$ cat config.mk
export PLATFORM = sky130hd
export DESIGN_NAME = traceback_walker
export DESIGN_NICKNAME = d
export VERILOG_FILES = /design/src/rtl/traceback_walker_pkg.sv /design/src/rtl/traceback_row_cache.sv /design/src/rtl/traceback_walker.sv
export SDC_FILE = /design/constraint.sdc
export NUM_CORES = 1
export LEC_CHECK = 0
export CELL_PAD_IN_SITES_DETAIL_PLACEMENT = 0
export CELL_PAD_IN_SITES_GLOBAL_PLACEMENT = 1
export CORE_AREA = 2 2 111 113
export CTS_CLUSTER_SIZE = 8
export DETAILED_ROUTE_END_ITERATION = 10
export DIE_AREA = 0 0 113 115
export HOLD_SLACK_MARGIN = 0.02
export PLACE_DENSITY = 0.95
export REMOVE_ABC_BUFFERS = 1
export SLEW_MARGIN = 20
export SYNTH_ARGS = -nofsm -noshare
export SYNTH_HDL_FRONTEND = slang
export SYNTH_SLANG_ARGS = --single-unit
export TNS_END_PERCENT = 10
$ cat constraint.sdc
create_clock -name clk -period 9.3 [get_ports clk]
set_input_delay 1.86 -clock clk [delete_from_list [all_inputs] [get_ports clk]]
set_output_delay 1.86 -clock clk [all_outputs]
set_load 0.02 [all_outputs]
$ cat src/rtl/traceback_walker_pkg.sv
// Shared types for the traceback walker: direction-cell fields, op codes, walk layers, FSM states.
package traceback_walker_pkg;

  localparam int N                = 4;
  localparam int LOG_N            = 2;
  localparam int DIRECTION_WIDTH  = 5;
  localparam int ADDRESS_WIDTH    = 10;
  localparam int MEM_AMOUNT_WIDTH = 4;

  // Direction cell: [1:0] H source, [2] gap piece, [3] ins-extend, [4] del-extend
  localparam logic [1:0] SRC_DIAG = 2'b00;
  localparam logic [1:0] SRC_INS  = 2'b01;
  localparam logic [1:0] SRC_DEL  = 2'b10;
  localparam logic [1:0] SRC_STOP = 2'b11;
  localparam int BIT_INS_EXT = 3;
  localparam int BIT_DEL_EXT = 4;

  typedef logic [ADDRESS_WIDTH-1:0]      addr_t;
  typedef logic [ADDRESS_WIDTH:0]        cnt_t;
  typedef logic [MEM_AMOUNT_WIDTH-1:0]   blk_t;
  typedef logic [N*DIRECTION_WIDTH-1:0]  row_t;

  typedef enum logic [1:0] {OP_M = 2'd0, OP_I = 2'd1, OP_D = 2'd2} op_e;
  typedef enum logic [1:0] {LAYER_H = 2'd0, LAYER_I = 2'd1, LAYER_D = 2'd2} layer_e;
  typedef enum logic [2:0] {
    ST_IDLE, ST_FETCH, ST_WAIT, ST_DECODE, ST_EMIT, ST_FINISH
  } state_e;

endpackage

$ cat src/rtl/traceback_row_cache.sv
// One-row cache of direction blocks k0 (block) and k1 (block-1) with hit detection and lane select.
// Loads in the cycle load is high; hit and cell fields are combinational from the current x/y.
module traceback_row_cache
  import traceback_walker_pkg::*;
(
  input  logic             clk,
  input  logic             reset_i,
  input  logic             invalidate,
  input  logic             load,
  input  blk_t             blk,
  input  addr_t            row,
  input  logic [LOG_N-1:0] lane,
  input  row_t             row_k0,
  input  row_t             row_k1,
  output logic             hit,
  output logic [1:0]       src,
  output logic             ins_ext,
  output logic             del_ext
);
  localparam int BW = $clog2(N*DIRECTION_WIDTH);

  row_t          k0_q, k1_q, sel_row;
  blk_t          tag_blk_q;
  addr_t         tag_row_q;
  logic          tag_vld_q;
  logic          hit0, hit1;
  logic [BW-1:0] base;

  always_ff @(posedge clk or negedge reset_i) begin
    if (!reset_i) begin
      k0_q      <= '0;
      k1_q      <= '0;
      tag_blk_q <= '0;
      tag_row_q <= '0;
      tag_vld_q <= 1'b0;
    end else if (invalidate) begin
      tag_vld_q <= 1'b0;
    end else if (load) begin
      k0_q      <= row_k0;
      k1_q      <= row_k1;
      tag_blk_q <= blk;
      tag_row_q <= row;
      tag_vld_q <= 1'b1;
    end
  end

  // k1 holds block tag-1, so a walk leftwards across a block edge still hits
  assign hit0 = tag_vld_q && (tag_row_q == row) && (tag_blk_q == blk);
  assign hit1 = tag_vld_q && (tag_row_q == row) && (tag_blk_q != '0) &&
                ((tag_blk_q - blk_t'(1)) == blk);
  assign hit  = hit0 | hit1;

  assign sel_row = hit0 ? k0_q : k1_q;
  assign base    = BW'(lane) * BW'(DIRECTION_WIDTH);
  assign src     = sel_row[base +: 2];
  assign ins_ext = sel_row[base + BW'(BIT_INS_EXT)];
  assign del_ext = sel_row[base + BW'(BIT_DEL_EXT)];

endmodule

$ cat src/rtl/traceback_walker.sv
// Walks direction memories back from (tb_x, tb_y), emitting M/I/D ops; miss costs 2 cycles, hit decodes the cycle after a handshake.
// op/op_last held stable while op_ready is low; coordinates only move on the handshake.
module traceback_walker
  import traceback_walker_pkg::*;
(
  input  logic                        clk,
  input  logic                        reset_i,
  input  logic                        start,
  input  logic [ADDRESS_WIDTH-1:0]    tb_x,
  input  logic [ADDRESS_WIDTH-1:0]    tb_y,
  output logic                        busy,
  output logic [MEM_AMOUNT_WIDTH-1:0] mem_block_num,
  output logic [ADDRESS_WIDTH-1:0]    row_num,
  input  logic [N*DIRECTION_WIDTH-1:0] row_k0,
  input  logic [N*DIRECTION_WIDTH-1:0] row_k1,
  output logic                        op_valid,
  input  logic                        op_ready,
  output logic [1:0]                  op,
  output logic                        op_last,
  output logic                        done,
  output logic [ADDRESS_WIDTH:0]      op_count
);
  state_e     state_q, state_d;
  layer_e     layer_q, layer_d;
  addr_t      x_q, y_q;
  op_e        op_q, dec_op;
  cnt_t       op_count_q;
  logic       op_last_q, dec_last, dec_emit, dec_stop;
  logic       accept, op_fire;
  logic       hit, ins_ext, del_ext;
  logic [1:0] src;

  assign accept        = (state_q == ST_IDLE) && start;
  assign op_fire       = (state_q == ST_EMIT) && op_ready;
  assign mem_block_num = x_q[LOG_N +: MEM_AMOUNT_WIDTH];
  assign row_num       = y_q;

  traceback_row_cache u_cache (
    .clk        (clk),
    .reset_i    (reset_i),
    .invalidate (accept),
    .load       (state_q == ST_WAIT),
    .blk        (mem_block_num),
    .row        (row_num),
    .lane       (x_q[LOG_N-1:0]),
    .row_k0     (row_k0),
    .row_k1     (row_k1),
    .hit        (hit),
    .src        (src),
    .ins_ext    (ins_ext),
    .del_ext    (del_ext)
  );

  // The gap piece is already folded into the extend bits by the array, so no copy is kept
  always_comb begin
    dec_emit = 1'b0;
    dec_op   = OP_M;
    dec_last = 1'b0;
    dec_stop = 1'b0;
    layer_d  = layer_q;
    unique case (layer_q)
      LAYER_H: begin
        unique case (src)
          SRC_DIAG: begin
            dec_emit = 1'b1;
            dec_last = (x_q == '0) || (y_q == '0);
          end
          SRC_INS: layer_d  = LAYER_I;
          SRC_DEL: layer_d  = LAYER_D;
          default: dec_stop = 1'b1;
        endcase
      end
      LAYER_I: begin
        dec_emit = 1'b1;
        dec_op   = OP_I;
        dec_last = (y_q == '0);
        layer_d  = ins_ext ? LAYER_I : LAYER_H;
      end
      LAYER_D: begin
        dec_emit = 1'b1;
        dec_op   = OP_D;
        dec_last = (x_q == '0);
        layer_d  = del_ext ? LAYER_D : LAYER_H;
      end
      default: ;
    endcase
  end

  always_ff @(posedge clk or negedge reset_i) begin
    if (!reset_i) state_q <= ST_IDLE;
    else          state_q <= state_d;
  end

  always_comb begin
    state_d = state_q;
    unique case (state_q)
      ST_IDLE:   if (start) state_d = ST_FETCH;
      ST_FETCH:  state_d = ST_WAIT;
      ST_WAIT:   state_d = ST_DECODE;
      ST_DECODE: begin
        if (!hit)          state_d = ST_FETCH;
        else if (dec_emit) state_d = ST_EMIT;
        else if (dec_stop) state_d = ST_FINISH;
      end
      ST_EMIT:   if (op_ready) state_d = op_last_q ? ST_FINISH : ST_DECODE;
      ST_FINISH: state_d = ST_IDLE;
      default:   state_d = ST_IDLE;
    endcase
  end

  always_comb begin
    busy     = (state_q != ST_IDLE);
    op_valid = (state_q == ST_EMIT);
    op_last  = op_last_q && (state_q == ST_EMIT);
    done     = (state_q == ST_FINISH);
    op       = op_q;
    op_count = op_count_q;
  end

  always_ff @(posedge clk or negedge reset_i) begin
    if (!reset_i) begin
      x_q        <= '0;
      y_q        <= '0;
      layer_q    <= LAYER_H;
      op_q       <= OP_M;
      op_last_q  <= 1'b0;
      op_count_q <= '0;
    end else begin
      if (accept) begin
        x_q        <= tb_x;
        y_q        <= tb_y;
        layer_q    <= LAYER_H;
        op_last_q  <= 1'b0;
        op_count_q <= '0;
      end
      if ((state_q == ST_DECODE) && hit) begin
        layer_q <= layer_d;
        if (dec_emit) begin
          op_q      <= dec_op;
          op_last_q <= dec_last;
        end
      end
      if (op_fire) begin
        op_count_q <= op_count_q + cnt_t'(1);
        // A boundary op ends the walk in place rather than wrapping the coordinate
        if (!op_last_q) begin
          if (op_q != OP_I) x_q <= x_q - addr_t'(1);
          if (op_q != OP_D) y_q <= y_q - addr_t'(1);
        end
      end
    end
  end

endmodule

Word level (Yosys, flattened, before mapping)

Cells that the tools add are included.

Add/sub/neg operators: 6
Multipliers: 1
Order comparisons: 2
Equal/unequal tests: 19
Shift operators: 1
Multiplexer cells: 40
Bitwise operators: 2
Reduce and logical (&&, ||, !) cells: 25

Operators with widths:

| kind                                                                          | count |
|---|---|
| 10-bit two-way mux                                                            | 8 |
| 11-bit two-way mux                                                            | 2 |
| 10-bit logical NOT                                                            | 2 |
| 20-bit two-way mux                                                            | 1 |
| 20-bit by 6-bit indexed part select with 2-bit output                         | 1 |
| 10-bit by 1-bit subtractor with 10-bit output (second input constant)         | 2 |
| 3-bit two-way mux                                                             | 6 |
| 3-bit one-hot mux with 5 select lines                                         | 1 |
| 5-bit by 6-bit less-than comparator with 1-bit output (second input constant) | 2 |
| 1-bit two-way mux                                                             | 12 |
| 11-bit by 1-bit adder with 11-bit output (second input constant)              | 1 |
| 1-bit binary-select mux with 5-bit select                                     | 2 |
| 10-bit equality test                                                          | 1 |
| 4-bit equality test                                                           | 2 |
| 1-bit logical AND                                                             | 8 |
| 4-bit != test (second input constant)                                         | 2 |
| 2-bit one-hot mux with 2 select lines                                         | 2 |
| 3-bit by 2-bit equality test with 1-bit output (second input constant)        | 2 |
| 3-bit equality test (second input constant)                                   | 2 |
| 2-bit two-way mux                                                             | 3 |
| 2-bit one-hot mux with 3 select lines                                         | 1 |
| 3-bit AND reduction                                                           | 2 |
| 2-bit nonzero test                                                            | 3 |
| 5-bit by 2-bit adder with 5-bit output (second input constant)                | 1 |
| other kinds (21)                                                              | 27 |

Register bits after elaboration: 94
Word-level logic and storage cells: 108

Longest topological paths before layout

Depth after elaboration: 13
Depth in mapped cells: 15
Gate-level depth less buffers: 13

Hierarchy

A second synthesis with hierarchy kept.

Cells, all modules: 461
Area total of the unflattened synthesis: 5258.8 µm²

By module, submodules not included:

| module              | instances | cells each | area an instance (µm²) | sequential area each (µm²) |
|---|---|---|---|---|
| traceback_row_cache | 1         | 202        | 2840.2                 | 1376.3 |
| traceback_walker    | 1         | 259        | 2418.6                 | 975.9 |

Worst setup path before layout

No wires, ideal clock.

Kind: reg2reg
Start: register y_q[8] (netlist: row_num[8])
End: register layer_q[0]
Data arrival time: 3137 ps
Data required time: 9224 ps
Slack: 6087 ps
Stages on the path, launching flop included: 14
Buffers on the path: 1
Cell sequence: dfrtp_1 > xor2_1 > or3_4 > nor4_4 > buf_6 > mux4_2 > nor2_1 > nor2_1 > ha_1 > inv_1 > a21oi_1 > nand3_1 > a211o_1 > o21ai_1

Word-level cells in the longest chain between the ends: 9
Elaborated cells on any way between the ends: 21
Classes of those cells: 5 x eq/ne; 1 x shift; 7 x mux; 1 x bitwise; 7 x reduce/logical

Ends and longest elaborated chain:

| what                                                                                                                      | line                                                 | text |
|---|---|---|
| from (decl)                                                                                                               | traceback_walker.sv:25                               | `addr_t x_q, y_q;` |
| from (signal assigned)                                                                                                    | traceback_walker.sv:131                              | `y_q <= tb_y;` |
| from (signal assigned)                                                                                                    | traceback_walker.sv:148                              | `if (op_q != OP_D) y_q <= y_q - addr_t'(1);` |
| 10-bit equality test *                                                                                                    | traceback_row_cache.sv:48, traceback_row_cache.sv:49 |  |
| 1-bit logical AND *                                                                                                       | traceback_row_cache.sv:48, traceback_row_cache.sv:49 |  |
| 1-bit logical AND                                                                                                         | traceback_row_cache.sv:48                            | `assign hit0 = tag_vld_q && (tag_row_q == row) && (tag_blk_q == blk);` |
| 20-bit two-way mux                                                                                                        | traceback_row_cache.sv:53                            | `assign sel_row = hit0 ? k0_q : k1_q;` |
| 20-bit by 6-bit indexed part select with 2-bit output / 1-bit binary-select mux with 5-bit select (equally long branches) | traceback_row_cache.sv:55, traceback_row_cache.sv:56 |  |
| 2-bit equality test (tied with other cells)                                                                               | traceback_walker.sv:63                               | `unique case (src)` |
| 2-bit one-hot mux with 2 select lines / 1-bit two-way mux (equally long branches)                                         | traceback_walker.sv:63, traceback_walker.sv:77       |  |
| 2-bit one-hot mux with 3 select lines                                                                                     | traceback_walker.sv:61                               | `unique case (layer_q)` |
| 2-bit two-way mux                                                                                                         | traceback_walker.sv:136                              | `if ((state_q == ST_DECODE) && hit) begin` |
| to (signal assigned)                                                                                                      | traceback_walker.sv:137                              | `layer_q <= layer_d;` |
| to (decl)                                                                                                                 | traceback_walker.sv:24                               | `layer_e layer_q, layer_d;` |

Every way passes the cells marked *; elsewhere a longest branch is shown, timed or not. The select of a mux whose other input is x is not followed.
A chain may end at the register's enable or synchronous reset.

Worst setup path after layout

Start: input port op_ready
End: register y_q[2] (netlist: row_num[2])

Word-level cells in the longest chain between the ends: 2

Ends and longest elaborated chain:

| what               | line                    | text |
|---|---|---|
| from (decl)        | traceback_walker.sv:17  | `input logic op_ready,` |
| 1-bit logical AND  | traceback_walker.sv:34  | `assign op_fire = (state_q == ST_EMIT) && op_ready;` |
| 10-bit two-way mux | traceback_walker.sv:143 | `if (op_fire) begin` |

No other way between the ends.

==> flow_summary.toml <==
[clocking]
cts_tree = "done"
path_clk_slew_ns = 0.07
clk_latency_ns = 0.34
cts_buffers = 9
cts_root_buf = "clkbuf_16"
clkSinkCount = 94
htreeDepth = 3
cts_resized = 0
clock_path_buffers = 2
post_cts_buffers = 0
ctsHoldBuffers = 0

[worst_setup_path]
cp-start-kind = "primary input"
crit_path_end_kind = "register"
cpMostUsedCell = "nor2_1"
path_cells = "clkdlybuf4s50_1 > nand3_1 > nor3_2 > nor2_1 > a21oi_1 > nor2_1 > a311oi_1"
max_stage_delay_ns = 0.94
startpoint = "op_ready"
required_ns = 9.54
timing.rr.start = "x_q[4]"
path_class = "primary input to register"
path_max_fanout = 18
slowest_stage = "nor3_2"
crit_arrival_ns = 4.42

[placed_design]
place_area_sq_um = 6260
dp_hpwl_um = 8670
portBuffers = 94
pre_cts_ws_ns = 4.80
place_congestion = 0.825

[global_routing]
antenna_found_initial = 0
grt_pass1_vias = 4089
grt.busiest_layer = "met2"
grt_util_met1_pct = 24.1
grtUsageTotal_pct = 18.7
use_met3_pct = 4.32
grt_use_met2_pct = 31.3
grt_pass1_wl_um = 19500
grt_remaining_overflow = 0
grt_start_max_net_pins = 58

[run_status]
failed_checks = "design-rule violations"
status = "finished, violations left"

[sta]
tns_ns = 0
min_period_ns = 4.18
rsz0062_at_grt = "false"
whs_ns = 0.494
finalCritPeriodShare_pct = 45.0
fmax_mhz = 239
timing.slew.headroom_pct = 29.2
finalWorstSetupSlack_ns = 5.12
maxSlewViolCount = 0
hold_violations = 0
tightest_slew_ns = 1.06
setup_viol = 0
clock_skew_ns = 0.00700

[drt]
antenna_left = 0
num_vias = 4035
vias_per_cell = 5.60
drc_errors = 4
dr.pass1.iters = 7
drt_iter0_markers = 343
drt-total-wl_um = 12000
wl_per_cell_um = 16.6

[yosys]
yosysWarnings = 0
synthFlopType = "dfrtp_1"
yosys.area.top_type_share_pct = 44.9
async_flop_share_pct = 100
synth_cell_types = 63
avgSynthCellArea_sq_um = 10.8
synth_area_leaders = "dfrtp_1 (45%), mux2_2 (11%), ha_1 (3.6%)"
synthCells = 486
syn-cell-area_sq_um = 5240
ys_ff_latch = 94
synth-edff-count = 0
yosys.area.top_type = "dfrtp_1"
synth_seq_area_share_pct = 44.9

[power_and_ir_drop]
leakagePower_nw = 2.65
vdd_drop_max_mv = 0.124
p_per_area_nw_per_um2 = 309

[floorplanning]
pin_count = 95
die_area_sq_um = 13000
die_w_um = 113
coreArea_sq_um = 11800
initial_utilization_pct = 44.4
rows = 40
die_h_um = 115

[cells_and_area]
num_antenna_cells = 0
final_area_sq_um = 6560
final_cell_mix = "dfrtp_1 (94), clkdlybuf4s50_1 (93), mux2_2 (52), nor2_1 (37), nand2_1 (36)"
drive_gt1_share_pct = 17.4
seqCellArea_sq_um = 2350
nets = 648
fin_util_pct = 55.5
mostFrequentLayoutCell = "dfrtp_1"
syn2layout_area_growth_pct = 25.2
multi_input_area_sq_um = 2700
n_fill_cell = 1030

[hold_path]
hp-start = "op_count[10]"
hp-class = "register to register"

[flow_run]
maxCapViolCount = 0
## synthesized netlist by cell type (all sizes together), types with 9 or more instances
library cell,number
nor3,11
clkbuf,14
xnor2,11
dfrtp,94
a21oi,26
o221a,12
nor4,9
ha,15
mux4,9
nand2,36
o21ai,21
buf,11
inv,19
nand3,17
nand4,9
nor2,37
mux2,56
## through the flow
step / instances / total power [mW]
after floorplan: 461 / 1.39
after global placement: 704 / 1.63
after detailed placement: 704 / 1.67
after CTS: 720 / 2.03
after global routing: 721 / 2.16
final: 721 / 2.03
## flip-flops by register name, summed over array words and instances (netlist names)
name	count
u_cache.k0_q	20
u_cache.k1_q	20
op_count	11
row_num	10
u_cache.tag_row_q	10
x_q	10
u_cache.tag_blk_q	4
state_q	3
layer_q	2
op	2
op_last_q	1
u_cache.tag_vld_q	1
## worst max-delay path: cells and delay by family
| family | cells | cell delay, ns |
|---|---|---|
| simple gates | 4 | 1.63 |
| compound gates | 2 | 0.43 |
| buf+inv | 1 | 0.50 |
## kinds of logic (layout without fill, tap and decap cells)
logic type	count (synthesis)	in the layout	synth area share (%)
DFF	94	94	44.9
muxes	71	71	17.3
xor gates and xnor gates	16	16	2.82
adders and majority gates	15	15	3.58
AOI/OAI and AO/OA	92	92	12.4
and+or+nand+nor	153	153	15.3
buffers and inverters	45	133	3.72
## power by group
part | switching, mW | total [mW] | internal [mW]
combinational | 0.426 | 0.901 | 0.475
clock | 0.165 | 0.355 | 0.190
sequential | 0.188 | 0.770 | 0.582
## per-layer routing
metal  vias up  wire, um
met5         -         0
met4         0       223
met3        17       491
met2        89      5850
met1      1972      5390
li1       1957         -
## final timing paths
check                           depth (start not counted)          endpoint  slack (ns)
worst min-delay path                                    1      op_count[10]        0.49
worst min register to register                          1      op_count[10]        0.49
min in group asynchronous                               1            x_q[5]        1.50
worst max register to register                         13        layer_q[0]        5.43
worst max-delay path                                    7        row_num[2]        5.12
max in group asynchronous                               2  u_cache.k0_q[16]        6.74
## layout make-up
type | count | share of cell area (%)
Clock inverter | 6 | 0.668
Timing Repair Buffer | 97 | 14.7
Tap cell | 147 | 2.80
Inverter | 20 | 1.14
Clock buffer | 10 | 3.64
Sequential cell | 94 | 35.9
Multi-Input combinational cell | 347 | 41.2
Power figures use the tool's default switching activity.
